<file path="src/rtl/cache_ctrl_param_if.sv">
// Request/cache/memory bundle for cache_ctrl_param.
// master: controller view; slave: system, tag/data array and memory view.
interface cache_ctrl_param_if #(
  parameter int TAG_W   = 5,
  parameter int INDEX_W = 8,
  parameter int OFF_W   = 3
);
  logic               Rd;
  logic               Wr;
  logic [15:0]        Addr;
  logic [15:0]        DataIn;
  logic               hit;
  logic               dirty;
  logic               valid;
  logic [TAG_W-1:0]   tag_out;
  logic [15:0]        DataOut_cache;
  logic [15:0]        DataOut_mem;
  logic               enable_ct;
  logic               cmp_ct;
  logic               wr_cache;
  logic               valid_in_ct;
  logic [INDEX_W-1:0] index_cache;
  logic [OFF_W-1:0]   offset_cache;
  logic [TAG_W-1:0]   tag_cache;
  logic [15:0]        DataIn_ct;
  logic [15:0]        Addr_mem;
  logic [15:0]        DataIn_mem;
  logic               wr_mem;
  logic               rd_mem;
  logic               Done;
  logic               CacheHit;
  logic               Stall_sys;
  logic               err;
  logic [15:0]        hit_cnt;
  logic [15:0]        miss_cnt;

  modport master (
    input  Rd, Wr, Addr, DataIn,
    input  hit, dirty, valid, tag_out,
    input  DataOut_cache, DataOut_mem,
    output enable_ct, cmp_ct, wr_cache,
    output valid_in_ct, index_cache,
    output offset_cache, tag_cache, DataIn_ct,
    output Addr_mem, DataIn_mem,
    output wr_mem, rd_mem,
    output Done, CacheHit, Stall_sys, err,
    output hit_cnt, miss_cnt
  );

  modport slave (
    output Rd, Wr, Addr, DataIn,
    output hit, dirty, valid, tag_out,
    output DataOut_cache, DataOut_mem,
    input  enable_ct, cmp_ct, wr_cache,
    input  valid_in_ct, index_cache,
    input  offset_cache, tag_cache, DataIn_ct,
    input  Addr_mem, DataIn_mem,
    input  wr_mem, rd_mem,
    input  Done, CacheHit, Stall_sys, err,
    input  hit_cnt, miss_cnt
  );
endinterface

</file>
<file path="src/rtl/cache_ctrl_param.sv">
// Write-back, write-allocate direct-mapped cache controller with
// overlapped line fill over a fixed-latency pipelined memory.
// Ports: clk, rst (sync, active-high), bus (cache_ctrl_param_if.master):
//   system Rd/Wr/Addr/DataIn -> Done/CacheHit/Stall_sys/err,
//   tag/data array controls, memory rd_mem/wr_mem/Addr_mem/DataIn_mem.
// Optional hit/miss counters: define CACHE_STATS_EN.
module cache_ctrl_param #(
  parameter int TAG_W      = 5,
  parameter int INDEX_W    = 8,
  parameter int LINE_WORDS = 4,
  parameter int MEM_LAT    = 2
) (
  input logic                clk,
  input logic                rst,
  cache_ctrl_param_if.master bus
);
  localparam int OFF_W  = $clog2(LINE_WORDS) + 1;
  localparam int W_W    = OFF_W - 1;
  localparam int FILL_N = LINE_WORDS + MEM_LAT;
  localparam int CNT_W  = $clog2(FILL_N);

  typedef enum logic [2:0] {
    S_IDLE,
    S_COMPARE,
    S_HIT,
    S_WB,
    S_FILL,
    S_RETRY,
    S_ERR
  } state_t;

  state_t             r_state;
  state_t             w_next;
  logic [CNT_W-1:0]   r_cyc;
  logic               r_wr;

  logic [TAG_W-1:0]   w_tag;
  logic [INDEX_W-1:0] w_index;
  logic [OFF_W-1:0]   w_off;
  logic [W_W-1:0]     w_i;
  logic [W_W-1:0]     w_j;
  logic               w_req;
  logic               w_last_wb;
  logic               w_last_fill;
  logic               w_issue;
  logic               w_capture;

  assign w_tag   = bus.Addr[15 -: TAG_W];
  assign w_index = bus.Addr[15-TAG_W -: INDEX_W];
  assign w_off   = bus.Addr[OFF_W-1:0];

  // One cycle counter serves WB word, fill issue (i) and capture (j).
  assign w_i = r_cyc[W_W-1:0];
  assign w_j = W_W'(r_cyc - CNT_W'(MEM_LAT));

  assign w_req       = bus.Rd | bus.Wr;
  assign w_last_wb   = (r_cyc == CNT_W'(LINE_WORDS - 1));
  assign w_last_fill = (r_cyc == CNT_W'(FILL_N - 1));
  assign w_issue     = (r_cyc < CNT_W'(LINE_WORDS));
  assign w_capture   = (r_cyc >= CNT_W'(MEM_LAT));

  always_ff @(posedge clk) begin
    if (rst) begin
      r_state <= S_IDLE;
      r_cyc   <= '0;
      r_wr    <= 1'b0;
    end else begin
      r_state <= w_next;
      if (r_state != w_next)
        r_cyc <= '0;
      else if (r_state == S_WB || r_state == S_FILL)
        r_cyc <= r_cyc + 1'b1;
      if (r_state == S_COMPARE)
        r_wr <= bus.Wr;
    end
  end

  always_comb begin
    w_next = r_state;
    unique case (r_state)
      S_IDLE: begin
        if (bus.Rd && bus.Wr)
          w_next = S_ERR;
        else if (w_req && bus.Addr[0])
          w_next = S_ERR;
        else if (w_req)
          w_next = S_COMPARE;
      end
      S_COMPARE: begin
        if (bus.hit && bus.valid)
          w_next = S_HIT;
        else if (bus.valid && bus.dirty)
          w_next = S_WB;
        else
          w_next = S_FILL;
      end
      S_WB: begin
        if (w_last_wb)
          w_next = S_FILL;
      end
      S_FILL: begin
        if (w_last_fill)
          w_next = S_RETRY;
      end
      S_HIT,
      S_RETRY,
      S_ERR: w_next = S_IDLE;
      default: w_next = S_IDLE;
    endcase
  end

  always_comb begin
    bus.enable_ct    = 1'b0;
    bus.cmp_ct       = 1'b0;
    bus.wr_cache     = 1'b0;
    bus.valid_in_ct  = 1'b0;
    bus.index_cache  = w_index;
    bus.offset_cache = w_off;
    bus.tag_cache    = w_tag;
    bus.DataIn_ct    = bus.DataIn;
    bus.Addr_mem     = '0;
    bus.DataIn_mem   = '0;
    bus.wr_mem       = 1'b0;
    bus.rd_mem       = 1'b0;
    bus.Done         = 1'b0;
    bus.CacheHit     = 1'b0;
    bus.Stall_sys    = 1'b1;
    bus.err          = 1'b0;
    unique case (r_state)
      S_IDLE: bus.Stall_sys = 1'b0;
      S_ERR: begin
        bus.Done = 1'b1;
        bus.err  = 1'b1;
      end
      S_COMPARE: begin
        bus.enable_ct = 1'b1;
        bus.cmp_ct    = 1'b1;
        bus.wr_cache  = bus.Wr;
      end
      S_HIT: begin
        bus.Done     = 1'b1;
        bus.CacheHit = 1'b1;
      end
      S_WB: begin
        bus.enable_ct    = 1'b1;
        bus.offset_cache = {w_i, 1'b0};
        bus.wr_mem       = 1'b1;
        bus.Addr_mem     = {bus.tag_out, w_index, w_i, 1'b0};
        bus.DataIn_mem   = bus.DataOut_cache;
      end
      S_FILL: begin
        // Issue and capture windows overlap by LINE_WORDS-MEM_LAT cycles.
        if (w_issue) begin
          bus.rd_mem   = 1'b1;
          bus.Addr_mem = {w_tag, w_index, w_i, 1'b0};
        end
        if (w_capture) begin
          bus.enable_ct    = 1'b1;
          bus.wr_cache     = 1'b1;
          bus.valid_in_ct  = 1'b1;
          bus.offset_cache = {w_j, 1'b0};
          bus.DataIn_ct    = bus.DataOut_mem;
        end
      end
      S_RETRY: begin
        bus.enable_ct = 1'b1;
        bus.cmp_ct    = 1'b1;
        bus.wr_cache  = r_wr;
        bus.Done      = 1'b1;
      end
      default: bus.Stall_sys = 1'b1;
    endcase
  end

`ifdef CACHE_STATS_EN
  logic [15:0] r_hit_cnt;
  logic [15:0] r_miss_cnt;

  always_ff @(posedge clk) begin
    if (rst) begin
      r_hit_cnt  <= '0;
      r_miss_cnt <= '0;
    end else begin
      if (r_state == S_HIT && r_hit_cnt != 16'hFFFF)
        r_hit_cnt <= r_hit_cnt + 16'd1;
      if (r_state == S_RETRY && r_miss_cnt != 16'hFFFF)
        r_miss_cnt <= r_miss_cnt + 16'd1;
    end
  end

  assign bus.hit_cnt  = r_hit_cnt;
  assign bus.miss_cnt = r_miss_cnt;
`else
  assign bus.hit_cnt  = '0;
  assign bus.miss_cnt = '0;
`endif
endmodule

</file>
<file path="src/flat_wrapper.sv">
// flat-port wrapper written by rule: the top's interface ports become plain ports
module cache_ctrl_param_flat 
#(
  parameter int TAG_W      = 5,
  parameter int INDEX_W    = 8,
  parameter int LINE_WORDS = 4,
  parameter int MEM_LAT    = 2
)
  (clk, rst, bus_Rd, bus_Wr, bus_Addr, bus_DataIn, bus_hit, bus_dirty, bus_valid, bus_tag_out, bus_DataOut_cache, bus_DataOut_mem, bus_enable_ct, bus_cmp_ct, bus_wr_cache, bus_valid_in_ct, bus_index_cache, bus_offset_cache, bus_tag_cache, bus_DataIn_ct, bus_Addr_mem, bus_DataIn_mem, bus_wr_mem, bus_rd_mem, bus_Done, bus_CacheHit, bus_Stall_sys, bus_err, bus_hit_cnt, bus_miss_cnt);
  cache_ctrl_param_if #(.TAG_W(TAG_W), .INDEX_W(INDEX_W), .OFF_W(($clog2((4)) + 1))) bus_i ();
  input logic clk;
  input logic rst;
  input wire logic [$bits(bus_i.Rd)-1:0] bus_Rd;
  input wire logic [$bits(bus_i.Wr)-1:0] bus_Wr;
  input wire logic [$bits(bus_i.Addr)-1:0] bus_Addr;
  input wire logic [$bits(bus_i.DataIn)-1:0] bus_DataIn;
  input wire logic [$bits(bus_i.hit)-1:0] bus_hit;
  input wire logic [$bits(bus_i.dirty)-1:0] bus_dirty;
  input wire logic [$bits(bus_i.valid)-1:0] bus_valid;
  input wire logic [$bits(bus_i.tag_out)-1:0] bus_tag_out;
  input wire logic [$bits(bus_i.DataOut_cache)-1:0] bus_DataOut_cache;
  input wire logic [$bits(bus_i.DataOut_mem)-1:0] bus_DataOut_mem;
  output wire logic [$bits(bus_i.enable_ct)-1:0] bus_enable_ct;
  output wire logic [$bits(bus_i.cmp_ct)-1:0] bus_cmp_ct;
  output wire logic [$bits(bus_i.wr_cache)-1:0] bus_wr_cache;
  output wire logic [$bits(bus_i.valid_in_ct)-1:0] bus_valid_in_ct;
  output wire logic [$bits(bus_i.index_cache)-1:0] bus_index_cache;
  output wire logic [$bits(bus_i.offset_cache)-1:0] bus_offset_cache;
  output wire logic [$bits(bus_i.tag_cache)-1:0] bus_tag_cache;
  output wire logic [$bits(bus_i.DataIn_ct)-1:0] bus_DataIn_ct;
  output wire logic [$bits(bus_i.Addr_mem)-1:0] bus_Addr_mem;
  output wire logic [$bits(bus_i.DataIn_mem)-1:0] bus_DataIn_mem;
  output wire logic [$bits(bus_i.wr_mem)-1:0] bus_wr_mem;
  output wire logic [$bits(bus_i.rd_mem)-1:0] bus_rd_mem;
  output wire logic [$bits(bus_i.Done)-1:0] bus_Done;
  output wire logic [$bits(bus_i.CacheHit)-1:0] bus_CacheHit;
  output wire logic [$bits(bus_i.Stall_sys)-1:0] bus_Stall_sys;
  output wire logic [$bits(bus_i.err)-1:0] bus_err;
  output wire logic [$bits(bus_i.hit_cnt)-1:0] bus_hit_cnt;
  output wire logic [$bits(bus_i.miss_cnt)-1:0] bus_miss_cnt;
  assign bus_i.Rd = bus_Rd;
  assign bus_i.Wr = bus_Wr;
  assign bus_i.Addr = bus_Addr;
  assign bus_i.DataIn = bus_DataIn;
  assign bus_i.hit = bus_hit;
  assign bus_i.dirty = bus_dirty;
  assign bus_i.valid = bus_valid;
  assign bus_i.tag_out = bus_tag_out;
  assign bus_i.DataOut_cache = bus_DataOut_cache;
  assign bus_i.DataOut_mem = bus_DataOut_mem;
  assign bus_enable_ct = bus_i.enable_ct;
  assign bus_cmp_ct = bus_i.cmp_ct;
  assign bus_wr_cache = bus_i.wr_cache;
  assign bus_valid_in_ct = bus_i.valid_in_ct;
  assign bus_index_cache = bus_i.index_cache;
  assign bus_offset_cache = bus_i.offset_cache;
  assign bus_tag_cache = bus_i.tag_cache;
  assign bus_DataIn_ct = bus_i.DataIn_ct;
  assign bus_Addr_mem = bus_i.Addr_mem;
  assign bus_DataIn_mem = bus_i.DataIn_mem;
  assign bus_wr_mem = bus_i.wr_mem;
  assign bus_rd_mem = bus_i.rd_mem;
  assign bus_Done = bus_i.Done;
  assign bus_CacheHit = bus_i.CacheHit;
  assign bus_Stall_sys = bus_i.Stall_sys;
  assign bus_err = bus_i.err;
  assign bus_hit_cnt = bus_i.hit_cnt;
  assign bus_miss_cnt = bus_i.miss_cnt;
  cache_ctrl_param #(.TAG_W(TAG_W), .INDEX_W(INDEX_W), .LINE_WORDS(LINE_WORDS), .MEM_LAT(MEM_LAT)) u_core (.clk(clk), .rst(rst), .bus(bus_i));
endmodule
</file>
<file path="config.mk">
export PLATFORM = sky130hd
export DESIGN_NAME = cache_ctrl_param_flat
export DESIGN_NICKNAME = d
export VERILOG_FILES = /design/src/rtl/cache_ctrl_param_if.sv /design/src/rtl/cache_ctrl_param.sv /design/src/flat_wrapper.sv
export SDC_FILE = /design/constraint.sdc
export NUM_CORES = 1
export LEC_CHECK = 0
export BUFFER_PORTS_ARGS = -buffer_cell sky130_fd_sc_hd__buf_2
export CORE_ASPECT_RATIO = 1.5
export CORE_MARGIN = 10
export CORE_UTILIZATION = 30
export CTS_BUF_LIST = sky130_fd_sc_hd__clkbuf_4
export DETAILED_ROUTE_END_ITERATION = 16
export GPL_TIMING_DRIVEN = 0
export HOLD_SLACK_MARGIN = 0.05
export PLACE_DENSITY = 0.77
export SYNTH_ARGS = -nofsm -noshare
export SYNTH_HDL_FRONTEND = slang
export SYNTH_SLANG_ARGS = --single-unit
export TNS_END_PERCENT = 20
</file>
<file path="constraint.sdc">
create_clock -name clk -period 3.73 [get_ports clk]
set_input_delay 0.1865 -clock clk [delete_from_list [all_inputs] [get_ports clk]]
set_output_delay 0.1865 -clock clk [all_outputs]
set_load 0.005 [all_outputs]
</file>
* After elaboration in Yosys (flattened, before gate mapping) *
Index checks and enable logic that the tools add are counted.

word-level totals
  bits in registers = 7
  word-level logic and storage cells = 54

operators by class
  add/sub/neg operators = 2
  order comparisons = 2
  equality and inequality tests = 9
  mux-type cells = 27
  bitwise gates (word level) = 1
  reductions and logical operators = 10

operators by type and width
  operator                                                                number
  16-bit two-way mux                                                      4
  16-bit one-hot mux with 2 select lines                                  1
  3-bit two-way mux                                                       8
  3-bit == test (second input constant)                                   4
  3-bit one-hot mux with 4 select lines                                   1
  1-bit two-way mux                                                       10
  3-bit by 2-bit == test with 1-bit output (second input constant)        3
  3-bit one-hot mux with 2 select lines                                   1
  3-bit OR reduction                                                      2
  1-bit logical AND                                                       4
  2-bit OR reduction                                                      2
  3-bit by 1-bit adder with 3-bit output (second input constant)          1
  3-bit by 1-bit == test with 1-bit output (second input constant)        1
  3-bit by 2-bit >= comparator with 1-bit output (second input constant)  1
  3-bit zero test                                                         1
  3-bit less-than comparator (second input constant)                      1
  3-bit inequality test                                                   1
  1-bit one-hot mux with 3 select lines                                   1
  1-bit one-hot mux with 2 select lines                                   1
  2-bit subtractor (second input constant)                                1
  1-bit logical OR                                                        1
  1-bit bitwise OR                                                        1

* Depth between registers and ports, before layout *
  depth in word-level cells = 7
  mapped depth = 6

* Worst setup path after synthesis *
Ideal clock, no wire load.

  kind = register to register
  from = reg u_core.r_cyc[1]
  to = reg u_core.r_cyc[0]
  data arrival time = 1.574 ns
  data required time = 3.652 ns
  slack = 2.078 ns
  stages on the path, launching flop included = 7
  cells stage by stage = dfxtp_1 -> ha_1 -> ha_1 -> and4bb_4 -> o21bai_1 -> o311a_1 -> nor3_1

on the way
  longest elaborated chain between the ends = 5

ends and longest elaborated chain
  element                                                                    RTL line                                         source
  start, declared                                                            cache_ctrl_param.sv:34                           logic [CNT_W-1:0] r_cyc;
  start signal, assigned                                                     cache_ctrl_param.sv:72                           r_cyc <= r_cyc + 1'b1;
  3-bit == test or 3-bit by 2-bit == test with 1-bit output (tied branches)  cache_ctrl_param.sv:58, cache_ctrl_param.sv:57
  3-bit two-way mux (on tied branches)                                       cache_ctrl_param.sv:102, cache_ctrl_param.sv:98
  3-bit one-hot mux with 4 select lines (*)                                  cache_ctrl_param.sv:80                           unique case (r_state)
  3-bit inequality test (*)                                                  cache_ctrl_param.sv:69                           if (r_state != w_next)
  2-bit OR reduction (no line) (*)                                           --

Every way passes the cells marked *; elsewhere a longest branch is shown, timed or not.
A chain may end at the register's enable or synchronous reset.

* Final worst setup path *
  from = reg u_core.r_state[2]
  to = out bus_DataIn_ct[9]

on the way
  longest elaborated chain between the ends = 2

ends and longest elaborated chain
  element                 RTL line                 source
  start, declared         cache_ctrl_param.sv:32   state_t r_state;
  start signal, assigned  cache_ctrl_param.sv:68   r_state <= w_next;
  3-bit == test           cache_ctrl_param.sv:129  unique case (r_state)
  16-bit two-way mux      cache_ctrl_param.sv:129
  end, declared           flat_wrapper.sv:30       output wire logic [$bits(bus_i.DataIn_ct)-1:0] bus_DataIn_ct;

Every way passes these cells.

==> out/qor.txt <==
Final #Nets: 448
fin cells: 433
First-pass DRT Iterations: 4
critical path arrival: 2140 ps
Slew Viols, Final: 0
cells after synthesis: 184
Post-synth EDFFs: 0
Tot GR Track Use: 14.5%
minimum clock period after layout: 2330 ps
crit path launch: u_core.r_state[2]$_SDFF_PP0_
final hold slack: 149 ps
DRC Markers: 0
CTS tree: done
Num CTS Buffers: 3
mean post-synth cell area: 7.70 um^2
Post-Synth Adder-Cell Area: 3.36%
yosys warns: 0
Max-Cap Viols: 0
initial antenna violation count: 1
Area contributors post-synth: buf_4, mux2_1, dfxtp_1
vias: 1,820
Placed Area: 2360 um^2
Critical Path RT: 3540 ps
# H-tree levels: 1
FF+latch count, synth: 7
Peak VDD IR: 0.0827 mV
clk sinks: 7
skew final: 8.33 ps
DPL Wire Length: 5600 um
Cell variety after synth: 38
share of layout cells above drive strength 1: 56.8%
sequential area share after synthesis: 9.89%
CP max FO: 10
post-synthesis mux area share: 14.2%
HP Class: in -> reg
Iteration-0 DRC Markers: 78
Clock Tree Root: clkbuf_4
total power: 0.438 mW
Core Area: 4540 um^2
PortBufs: 148
Tcrit/Tclk final: 62.4%
FP Rows: 30
DR WL/cell: 14.4 um
Critical-path top delay cell: dfxtp_1
Leak Pwr: 1.44 nW
Yosys top cell area share: 24.9%
xor/xnor share of the synthesized area: 0.618%
Worst-path clk slew: 60 ps
DP Worst Slack: 1680 ps
Bufs on Longest Clock Path: 2
Critical Path Sink: bus_DataIn_ct[9]
Highest Clock Rate: 429 MHz
outcome: completed
setup TNS: 0 ps
worst-case reg-to-reg path depth: 6
DRT Wirelength: 6230 um
FF-to-FF Start: u_core.r_cyc[0]$_SDFFE_PP0P_
Final Hold Vio Count: 0
Final WS setup: 1400 ps
hold-fix buffers at CTS: 0
final setup violation count: 0
worst reg2reg setup slack: 1810 ps
CP Cell Sequence: nor3b_2, a21boi_1, buf_4, buf_6, mux2_1, buf_2
Die Area: 7930 um^2
RR Endpoint: u_core.r_cyc[2]$_SDFFE_PP0P_
Resize count post-CTS: 0
die width: 76.1 um
Slew @ Worst Pin: 580 ps
Die Y: 104 um
Slew HR: 61.2%
Compound-Gate Fraction of Synth Area: 14.8%
dominant cell type by area after synthesis: buf_4
largest family of logic cells by synthesized area: buffers and inverters
post-route cell area: 2390 um^2
slowest cell delay on critical path: 400 ps
CP endpoint kind: primary output
Synth Cell Area: 1420 um^2
CP Class: reg -> out
Routability Congestion: 0.857
final core utilization: 52.6%
drt via density: 4.20
CP startpoint kind: flip-flop
total grt overflow: 0
dpl cells: 428
Synth-to-Final Area Change: 68.7%
Setup Buffers After CTS: 0
pwr dens: 183 nW/um^2
simple-gate share of the synthesized area: 26.7%
vias in the first global route: 1,970
asr flop ratio synth: 0%
Starting Density: 31.2%
first-pass GRT wire length: 9540 um
Routed Antenna Nets: 0
clk_lat worst skew: 260 ps
Main synth FF type: dfxtp_1
RSZ-0062 raised after global routing: no
# IOs: 182
largest net degree at the start of global routing: 11
-- sequential cells by signal, summed over array words and instances, names as in the netlist --
name	flops
u_core.r_cyc	3
u_core.r_state	3
u_core.r_wr	1
-- synth_stat cells, types with 2 or more instances --
cell type,instances
buf_4,47
buf_6,2
o21ai_0,7
nand2_1,5
nor2b_1,9
dfxtp_1,7
buf_2,2
ha_1,3
nor3_1,8
or3_1,3
mux2_1,17
and4bb_4,2
a21oi_1,7
and2_1,17
a22o_1,5
clkbuf_1,3
nor2_1,6
o21bai_1,2
nand2b_1,4
inv_1,8
o2111ai_1,3
-- area by class of cell --
class                      count  area (um^2)
antenna                        1         2.50
buffer                        54          397
clock buffer                   4         30.0
fill                         468         2150
inverter                       8         30.0
multi-input combinational    147          970
sequential                     7          140
tap                           64         80.1
timing repair buffer         148          741
-- critical path, delay by kind of cell, from the launching register on --
| kind | cells | cell delay, ps |
|---|---|---|
| buf+inv | 3 | 520 |
| flops | 1 | 400 |
| simple gates | 1 | 350 |
| mux | 1 | 330 |
| compound gates | 1 | 270 |
-- placed cells by master (no fill, tap or decap), types with 3 or more instances in the layout --
master | synthesis | final
conb_1 | 1 | 33
a21oi_1 | 7 | 7
and2_1 | 17 | 17
nand2b_1 | 4 | 4
o21ai_0 | 7 | 7
dfxtp_1 | 7 | 7
or3_1 | 3 | 3
nand2_1 | 5 | 5
clkbuf_1 | 3 | 3
nor3_1 | 8 | 8
ha_1 | 3 | 3
clkbuf_4 | 0 | 4
a22o_1 | 5 | 5
nor2b_1 | 9 | 9
nor2_1 | 6 | 6
buf_4 | 47 | 47
mux2_1 | 17 | 17
buf_2 | 2 | 150
inv_1 | 8 | 8
o2111ai_1 | 3 | 3
-- cell families (layout without fill, tap and decap cells) --
group	Yosys count	count (layout)
flops	7	7
other cells	1	34
buf+inv	62	214
mux	18	18
fa+ha+maj	4	4
compound gates	31	31
xor+xnor	1	1
simple gates	60	60
-- worst min-delay path by stage --
stage,from,to,slack (ps),depth (start not counted)
floorplan,rst,u_core.r_state[1]$_SDFF_PP0_,260,1
global placement,rst,u_core.r_state[2]$_SDFF_PP0_,420,2
global route,rst,u_core.r_state[2]$_SDFF_PP0_,170,2
CTS,rst,u_core.r_state[2]$_SDFF_PP0_,140,2
finish,rst,u_core.r_state[2]$_SDFF_PP0_,150,2
detailed placement,rst,u_core.r_state[2]$_SDFF_PP0_,420,2
-- metal layers --
layer | share of wire, % | track usage (%) | vias to the layer above | routed length [um]
met4 | 2.0 | 6.53 | 0 | 123
met5 | 0 | 0 | - | 0
met1 | 33 | 11.8 | 796 | 2060
met3 | 9.9 | 6.06 | 8 | 617
met2 | 55 | 28.8 | 98 | 3430
li1 | - | - | 918 | -
-- report_power, final --
group / total, mW / internal (mW) / switching, mW / leakage, nW
clock: 0.0792 / 0.0483 / 0.0309 / 0.0184
combinational: 0.267 / 0.144 / 0.123 / 1.36
sequential: 0.0917 / 0.0823 / 0.00945 / 0.0572
total: 0.438 / 0.275 / 0.163 / 1.44
Power figures use the tool's default switching activity.
